**config.mk**
```make
export PLATFORM = sky130hd
export DESIGN_NAME = acc_frame_sched
export DESIGN_NICKNAME = d
export VERILOG_FILES = /design/src/rtl/acc_frame_sched.sv
export SDC_FILE = /design/constraint.sdc
export NUM_CORES = 1
export LEC_CHECK = 0
export BUFFER_PORTS_ARGS = -buffer_cell sky130_fd_sc_hd__buf_2
export CAP_MARGIN = 0
export CORE_ASPECT_RATIO = 0.7
export CORE_UTILIZATION = 35
export DETAILED_ROUTE_END_ITERATION = 7
export PLACE_DENSITY_LB_ADDON = 0.12
export SYNTH_ARGS = -nofsm -noshare
export SYNTH_HDL_FRONTEND = slang
export SYNTH_SLANG_ARGS = --single-unit
```
**constraint.sdc**
```tcl
create_clock -name clk -period 2.8 [get_ports clk]
set_input_delay 0.84 -clock clk [delete_from_list [all_inputs] [get_ports clk]]
set_output_delay 0.84 -clock clk [all_outputs]
set_load 0.05 [all_outputs]
```
**src/rtl/acc_frame_sched.sv**
```systemverilog
// Scheduler for the FIFO-based frame accumulator: arbitrates two requesters and
// sequences LOAD / ADD / DRAIN, driving the datapath strobes, fifo advance and op select.
module acc_frame_sched #(
   parameter int DEPTH = 8,
   parameter int CW    = 3,
   parameter int FCW   = 8
) (
   input  logic           clk,
   input  logic           reset,
   input  logic           req0_valid,
   input  logic           req0_last,
   input  logic           req1_valid,
   input  logic           req1_last,
   input  logic           dout_ready,
   output logic           req0_ready,
   output logic           req1_ready,
   output logic           sel,
   output logic [1:0]     op,
   output logic           rd_din,
   output logic           rd_fifo,
   output logic           wr_dout,
   output logic           fifo_en,
   output logic           busy,
   output logic           grp_done,
   output logic [FCW-1:0] frame_cnt,
   output logic [1:0]     dbg_state,
   output logic [CW-1:0]  dbg_wcnt
);

   // State codes equal the op encoding so op is a straight copy of the state.
   typedef enum logic [1:0] {
      S_LOAD  = 2'd0,
      S_ADD   = 2'd1,
      S_DRAIN = 2'd2,
      S_IDLE  = 2'd3
   } state_t;

   localparam logic [CW-1:0]  LAST_W = CW'(DEPTH - 1);
   localparam logic [FCW-1:0] FC_MAX = {FCW{1'b1}};

   state_t         state, state_n;
   logic [CW-1:0]  wcnt, wcnt_n;
   logic [FCW-1:0] fc_n;
   logic           sel_n, last_grant, last_grant_n, done_n;
   logic           gvalid, glast, xfer, word_end;

   always_ff @(posedge clk or negedge reset) begin
      if (!reset) begin
         state      <= S_IDLE;
         wcnt       <= '0;
         frame_cnt  <= '0;
         grp_done   <= 1'b0;
         sel        <= 1'b0;
         last_grant <= 1'b1;
      end else begin
         state      <= state_n;
         wcnt       <= wcnt_n;
         frame_cnt  <= fc_n;
         grp_done   <= done_n;
         sel        <= sel_n;
         last_grant <= last_grant_n;
      end
   end

   // Handshake: a word moves (xfer) in any cycle where the granted requester's valid
   // is high in LOAD/ADD, or dout_ready is high in DRAIN; the matching ready/strobes
   // are asserted combinationally in that same cycle and never otherwise.
   always_comb begin
      gvalid   = sel ? req1_valid : req0_valid;
      glast    = sel ? req1_last : req0_last;
      word_end = (wcnt == LAST_W);
      xfer     = 1'b0;
      case (state)
         S_LOAD, S_ADD: xfer = gvalid;
         S_DRAIN:       xfer = dout_ready;
         default:       xfer = 1'b0;
      endcase
   end

   always_comb begin
      state_n      = state;
      wcnt_n       = wcnt;
      fc_n         = frame_cnt;
      sel_n        = sel;
      last_grant_n = last_grant;
      done_n       = 1'b0;
      case (state)
         S_IDLE: begin
            if (req0_valid || req1_valid) begin
               sel_n   = (req0_valid && req1_valid) ? ~last_grant : req1_valid;
               state_n = S_LOAD;
               wcnt_n  = '0;
               fc_n    = '0;
            end
         end
         S_LOAD: begin
            if (xfer) begin
               wcnt_n = wcnt + CW'(1);
               if (word_end) begin
                  fc_n    = FCW'(1);
                  state_n = glast ? S_DRAIN : S_ADD;
               end
            end
         end
         S_ADD: begin
            if (xfer) begin
               wcnt_n = wcnt + CW'(1);
               if (word_end) begin
                  if (frame_cnt != FC_MAX) fc_n = frame_cnt + FCW'(1);
                  state_n = glast ? S_DRAIN : S_ADD;
               end
            end
         end
         S_DRAIN: begin
            if (xfer) begin
               wcnt_n = wcnt + CW'(1);
               if (word_end) begin
                  state_n      = S_IDLE;
                  last_grant_n = sel;
                  done_n       = 1'b1;
               end
            end
         end
         default: state_n = S_IDLE;
      endcase
   end

   assign op         = state;
   assign busy       = (state != S_IDLE);
   assign fifo_en    = xfer;
   assign rd_fifo    = xfer;
   assign rd_din     = xfer && (state == S_LOAD || state == S_ADD);
   assign req0_ready = rd_din && !sel;
   assign req1_ready = rd_din && sel;
   assign wr_dout    = xfer && (state == S_DRAIN);
   assign dbg_state  = state;
   assign dbg_wcnt   = wcnt;

endmodule

```
Word level (Yosys, flattened, before mapping) --
Cells that the tools add are included.
Cells by class: bitwise operators 1, $add $sub $neg 2, muxes and demuxes 24, equal/unequal tests 17, reduce and logical (&&, ||, !) cells 17
Operator list (count):
- two-way mux 8 bit | 6
- case mux 8 bit (3 select lines) | 1
- != test 2 bit (second input constant) | 9
- two-way mux 2 bit | 6
- adder 8 x 1 -> 8 bit (second input constant) | 1
- != test 8 bit (second input constant) | 1
- AND reduction 7 bit | 1
- two-way mux 1 bit | 6
- two-way mux 3 bit | 2
- != test 2 x 1 -> 1 bit (second input constant) | 3
- case mux 2 bit (3 select lines) | 1
- case mux 3 bit (2 select lines) | 1
- logical AND 1 bit | 5
- AND reduction 5 bit | 1
- equality test 2 bit (second input constant) | 2
- AND reduction 2 bit | 2
- adder 3 x 1 -> 3 bit (second input constant) | 1
- equality test 3 bit (second input constant) | 1
- AND reduction 3 bit | 1
- nonzero test 3 bit | 1
- OR reduction 3 bit | 1
- equality test 2 x 1 -> 1 bit (second input constant) | 1
- logical NOT 2 bit | 1
- logical OR 1 bit | 2
- other kinds (4) | 4
Word-level totals: logic and storage cells 67, output and inout bits 24, input bits 7, bits in registers 16

Depth between registers and ports, before layout --
Gate-level depths: netlist of the first run.
depth after elaboration 5, depth in mapped cells 6

Worst setup path before layout of the first run --
Ideal clock, no wire load.
path type input port to output port, from input req0_valid, to output rd_fifo, setup slack -0.643 ns, stages 4, arrival time 2.603 ns, cells stage by stage mux2_4 -> nor2b_1 -> or2_1 -> buf_4
Between the ends: longest elaborated chain between the ends 2
Ends and longest elaborated chain:
- start, declared | line 10 | input logic req0_valid,
- two-way mux 1 bit | line 69 | gvalid = sel ? req1_valid : req0_valid;
- case mux 1 bit (2 select lines) | line 73 | case (state)
- end, declared | line 20 | output logic rd_fifo,
Every way passes these cells.

Worst setup path in the final report of the first run --
Same ends and word-level chain as after synthesis.

==> run_results.csv, run 1 <==
group,metric,value,unit
yosys,syn_nets,106,
pwr,pwr-share-comb,0.570,
pwr,swShare,0.5409,
cts,clock_path_buffers,2,
drt,wl,2.279,mm
global_routing,grt_overflow,0,
global_routing,grt_pass1_vias,755,
placed_design,portBuffers,30,
critical_path,critPathMaxStageDelay,0.28,ns
drt,drc_errors,0,
pwr,power.leakage,0.5917,nW
placed_design,dp_hpwl,1.672,mm
yosys,avgSynthCellArea,9.957,µm²
final_layout,area_delta_synth_final,25.00,%
critical_path,regToRegEndpoint,"frame_cnt[0]",
floorplan,initial_core_util,0.3801,
sta,hold_violations,0,
pwr,p_seq_frac,0.293,
yosys,synth_edf_count,0,
pwr,vdd_drop_max,0.7322,mV
pwr,netSwitchingPower,805.5,µW
sta,tns,0,ns
critical_path,crit_chain,"buf_2 > mux2_4 > nor2b_4 > or2_4 > buf_2",
critical_path,critPathKind,"input pin to output pin",
pwr,clkPwrFrac,0.137,
critical_path,cp-start-kind,"input pin",
final_layout,stdcell_area,0.001195,mm²
drt,vias,830,
cts,htreeDepth,1,
yosys,yosys_most_used_dff,"dfrtp_1",
cts,cts_setup_buffers,0,
cts,cts_hold_buf,0,
sta,max_freq,0.3728,GHz
cts,insertion_delay,0.25,ns
critical_path,crit_top_cell,"buf_2",
floorplan,rows,15,
global_routing,grt_pass1_wl,3.581,mm
critical_path,cp.depth,5,
critical_path,crit_slowest_cell,"mux2_4",
floorplan,die_area,0.002948,mm²
floorplan,die_x,64.47,µm
yosys,synth_area,955.9,µm²
critical_path,path_buf_inv,2,
critical_path,startpoint,"req0_valid",
worst_hold_path,hold_class,"input pin to async pin",
placed_design,globalplace.congestion,0.8018,
cts,cts_tree,"built",
final_layout,drive_gt1_frac,0.3889,
floorplan,core_area,0.002515,mm²
global_routing,grt_usage,0.1677,
critical_path,endpoint,"rd_fifo",
cts,clockRootBuffer,"clkbuf_8",
drt,firstDrtPassIters,4,
cts,clk_pin_slew,0.06,ns
drt,antenna_left,0,
sta,setup-violations-final,0,
global_routing,grt_max_degree,17,
cts,cts.sink_count,16,
critical_path,critPathTopFamily,"simple AND/OR/NAND/NOR gates",
run_status,status,"complete, no violations",
yosys,ys_ff_latch,16,
sta,period_share,0.9580,
final_layout,antennaDiodeCount,0,
sta,final-max-slew-violation-count,0,
sta,skew,0.001406,ns
yosys,syn-instance-count,96,
job,cap_violations,0,
yosys,synthArstFlopShare,1.000,
floorplan,die-height,45.73,µm
critical_path,worstPathMaxFanout,5,
drt,drt-initial-drc-count,54,
critical_path,r2r_slack,0.79,ns
critical_path,crit_path_end_kind,"output pin",
sta,rsz0062_at_grt,"no",
sta,min_period,2.682,ns
drt,wire_per_inst,14.24,µm
cts,ctsResizeCount,0,
global_routing,antenna_found_initial,0,
yosys,synth_seq_area_share,0.4228,
placed_design,placed_cell_area,0.001140,mm²
critical_path,reg2reg_from,"dbg_wcnt[0]",
final_layout,nNetsFinal,137,
critical_path,worstPathArrival,1.84,ns
yosys,yosysWarnings,0,
sta,max-slew-margin-rel,0.7286,
floorplan,ios,31,
drt,viasPerCell,5.188,
pwr,power_density,1246,mW/mm²
pwr,intPower,683.7,µW
yosys,ys_types,42,
sta,tightest_slew,0.4071,ns
final_layout,fill_cells,264,
critical_path,ff2ff_path_depth,6,
critical_path,worst-endpoint-required,1.96,ns
cts,cts_buffers,3,
kinds of logic after synthesis:
family / after synthesis / synth area share
simple gates: 33 / 0.1977
flops: 16 / 0.4228
fa+ha+maj: 3 / 0.03927
buf+inv: 9 / 0.04841
mux: 6 / 0.07198
compound gates: 29 / 0.2199
stage by stage:
step             util  total power, mW  setup WS (ns)  cells  hold slack [ns]
3_3_place_gp   0.4532            1.276         0.1382    156           0.5057
2_1_floorplan       -            1.118        0.04949     96           0.4707
4_1_cts        0.4751            1.502         0.1176    160           0.5083
6_report       0.4751            1.489         0.1176    160           0.5080
5_1_grt        0.4751            1.576        0.09793    160           0.5200
3_5_place_dp   0.4532            1.292         0.1191    156           0.5042
synthesized netlist by cell type (2+ instances only):
| cell type | instances | area, µm² |
|---|---|---|
| a21oi_1 | 8 | 40.04 |
| inv_1 | 4 | 15.01 |
| dfstp_2 | 3 | 78.83 |
| a22o_1 | 3 | 26.28 |
| nand3_1 | 4 | 20.02 |
| mux2_2 | 2 | 22.52 |
| o21ai_0 | 4 | 20.02 |
| nor2b_1 | 4 | 25.02 |
| ha_1 | 3 | 37.54 |
| nor3b_1 | 2 | 15.01 |
| nor2_1 | 3 | 11.26 |
| buf_4 | 3 | 22.52 |
| nand2_1 | 8 | 30.03 |
| mux2i_1 | 2 | 20.02 |
| dfrtp_1 | 13 | 325.3 |
| a31oi_1 | 2 | 12.51 |
| a21boi_0 | 2 | 15.01 |
| and3_1 | 2 | 12.51 |
worst min path at each step:
stage,to,startpoint
floorplan,last_grant,last_grant
global placement,last_grant,last_grant
detailed placement,frame_cnt[7],frame_cnt[7]
CTS,sel,reset
global route,sel,reset
finish,sel,reset
placed cells by master, fill, tap and decap left out, types with 2 or more instances in the layout:
cell type	instances
dfstp_2	3
a21oi_1	8
nor2b_1	3
a21boi_0	2
dfrtp_1	13
nand2_1	8
a22o_1	3
mux2i_1	2
o21ai_0	4
mux2_2	2
nand3_1	4
buf_2	30
ha_1	3
and3_1	2
nor2_1	3
inv_1	4
a31oi_1	2
clkbuf_8	4
cell type report:
| type | instances | area [µm²] | share of cell area |
|---|---|---|---|
| Inverter | 4 | 15.01 | 0.01257 |
| Sequential cell | 16 | 404.1 | 0.3382 |
| Tap cell | 34 | 42.54 | 0.03560 |
| Multi-Input combinational cell | 71 | 520.5 | 0.4356 |
| Clock buffer | 4 | 55.05 | 0.04607 |
| Timing Repair Buffer | 31 | 157.7 | 0.1319 |
registers in the layout, indices dropped and copies added, names as in the netlist:
| signal | count |
|---|---|
| grp_done | 1 |
| dbg_state | 2 |
| dbg_wcnt | 3 |
| frame_cnt | 8 |
| last_grant | 1 |
| sel | 1 |
routing by layer:
metal	GRT usage	vias up	wire, µm
li1	-	413	-
met1	0.2450	394	1187
met2	0.2400	21	973
met3	0.05250	2	107
met4	0.04000	0	10
met5	0	-	0
power by group through the flow:
| stage | logic (mW) | clock network, mW | registers (mW) |
|---|---|---|---|
| 4_1_cts | 0.854 | 0.212 | 0.436 |
| 3_5_place_dp | 0.852 | 0 | 0.440 |
| 5_1_grt | 0.899 | 0.223 | 0.454 |
| 3_3_place_gp | 0.845 | 0 | 0.432 |
| 2_1_floorplan | 0.487 | 0 | 0.631 |
| 6_report | 0.849 | 0.204 | 0.436 |
Note: power is estimated with default switching activity, not from simulation.
==> run 2, diff against run 1 <==
--- a/config.mk
+++ b/config.mk
@@ -10,7 +10,7 @@
 export CORE_ASPECT_RATIO = 0.7
 export CORE_UTILIZATION = 35
 export DETAILED_ROUTE_END_ITERATION = 7
-export PLACE_DENSITY_LB_ADDON = 0.12
+export PLACE_DENSITY = 0.64
 export SYNTH_ARGS = -nofsm -noshare
 export SYNTH_HDL_FRONTEND = slang
 export SYNTH_SLANG_ARGS = --single-unit
==> run 2 against run 1 <==
  * Routed wire length shrank 4.7%
  * Largest cell class unchanged
  * Clock power is essentially flat
  * Die area is the same
  * Clock skew is essentially flat
  * Via count grew 3.6%
==> run_results.csv, run 2 (synthesis results as in run 1) <==
group,metric,value,unit
pwr,vdd_drop_max,0.5647,mV
critical_path,regToRegEndpoint,"frame_cnt[0]",
global_routing,grt_usage,0.1731,
global_routing,grt_pass1_wl,3.781,mm
global_routing,grt_pass1_vias,806,
pwr,p_total,1.493,mW
critical_path,crit_path_end_kind,"output pin",
critical_path,cp-start-kind,"input pin",
sta,tightest_slew,0.3742,ns
critical_path,worst-endpoint-required,1.96,ns
sta,setup-violations-final,0,
critical_path,critPathKind,"input pin to output pin",
cts,cts_buffers,3,
cts,clockRootBuffer,"clkbuf_8",
critical_path,worstPathMaxFanout,6,
run_status,status,"complete, no violations",
drt,vias,860,
final_layout,nNetsFinal,138,
final_layout,final_core_util,0.4781,
floorplan,die_x,64.47,µm
critical_path,startpoint,"req1_valid",
sta,min_period,2.669,ns
sta,final-max-slew-violation-count,0,
final_layout,largest_register_ffs,8,
final_layout,top_register,"frame_cnt",
cts,cts.sink_count,16,
floorplan,die-height,45.73,µm
cts,htreeDepth,1,
floorplan,core_area,0.002515,mm²
critical_path,worstPathArrival,1.83,ns
sta,max-slew-margin-rel,0.7505,
drt,wl,2.173,mm
drt,firstDrtPassIters,4,
sta,tns,0,ns
pwr,power.leakage,0.5968,nW
global_routing,grt_max_degree,17,
drt,viasPerCell,5.342,
sta,max_freq,0.3747,GHz
pwr,power_density,1242,mW/mm²
job,cap_violations,0,
cts,cts_setup_buffers,0,
sta,period_share,0.9532,
global_routing,antenna_found_initial,0,
critical_path,ff2ff_path_depth,6,
sta,rsz0062_at_grt,"no",
cts,insertion_delay,0.25,ns
cts,ctsResizeCount,0,
cts,clock_path_buffers,2,
final_layout,area_delta_synth_final,25.78,%
drt,wire_per_inst,13.50,µm
cts,clk_pin_slew,0.06,ns
floorplan,die_area,0.002948,mm²
final_layout,drive_gt1_frac,0.3937,
global_routing,grt_overflow,0,
sta,hold_violations,0,
drt,drt-initial-drc-count,31,
critical_path,reg2reg_from,"dbg_wcnt[1]",
placed_design,globalplace.congestion,0.7882,
cts,cts_hold_buf,0,
cts,cts_tree,"built",
worst_hold_path,hold_class,"input pin to async pin",
final_layout,final_common_cell,"buf_2",
floorplan,rows,15,
final_layout,final_cell_mix,"30 x buf_2, 13 x dfrtp_1, 8 x nand2_1, 8 x a21oi_1",
placed_design,portBuffers,30,
floorplan,initial_core_util,0.3801,
sta,skew,0.001778,ns
drt,drc_errors,0,
final_layout,fill_cells,265,
floorplan,ios,31,
drt,antenna_left,0,
final_layout,antennaDiodeCount,0,
critical_path,endpoint,"fifo_en",
placed_design,dp_hpwl,1.618,mm
critical_path,r2r_slack,0.79,ns
[run 2: cell types whose count changed in the layout (fill, tap and decap cells not counted)]
cell and change:
buf_4 +1
[run 2: how the worst min path moves through the flow]
stage / cells past startpoint / from / end / slack [ns]
final: 1 / reset / frame_cnt[4] / 0.50
after global routing: 1 / reset / frame_cnt[4] / 0.52
after detailed placement: 2 / last_grant / last_grant / 0.50
after global placement: 1 / frame_cnt[7] / frame_cnt[7] / 0.50
after CTS: 1 / reset / frame_cnt[5] / 0.51
after floorplan: 2 / last_grant / last_grant / 0.47
[run 2: worst max-delay path, stage by stage]
cell	delay, ns
buf_2	0.13
mux2_4	0.27
nor2b_4	0.13
or2_4	0.24
buf_2	0.21
[run 2: stage by stage]
step / hold slack [ns] / std cells / instance area, µm² / setup WS (ns)
floorplan: 0.4707 / 96 / 970.9 / 0.04949
global placement: 0.4960 / 157 / 1147 / 0.1507
detailed placement: 0.5039 / 157 / 1147 / 0.1338
CTS: 0.5149 / 161 / 1202 / 0.1325
global route: 0.5184 / 161 / 1202 / 0.1100
finish: 0.4973 / 161 / 1202 / 0.1310
[run 2: power by group]
part           switching, mW  internal [mW]  total, mW
Clock                 0.0808          0.125      0.206
Combinational          0.619          0.249      0.868
Sequential             0.101          0.319      0.419
Total                  0.801          0.693       1.49
[run 2: final cells by class]
type                    count  area [µm²]  area share
well taps                  34       42.54     0.03538
flip-flops and latches     16       404.1      0.3361
inverters                   4       15.01     0.01249
multi-input cells          71       520.5      0.4329
repair buffers             32       165.2      0.1374
clock buffers               4       55.05     0.04579
[run 2: layer usage]
metal | share of wire | routed length (µm) | global-route usage
met5 | 0 | 0 | 0
met4 | 0.010 | 22 | 0.06667
met3 | 0.054 | 117 | 0.04750
met2 | 0.45 | 983 | 0.2716
met1 | 0.48 | 1049 | 0.2301
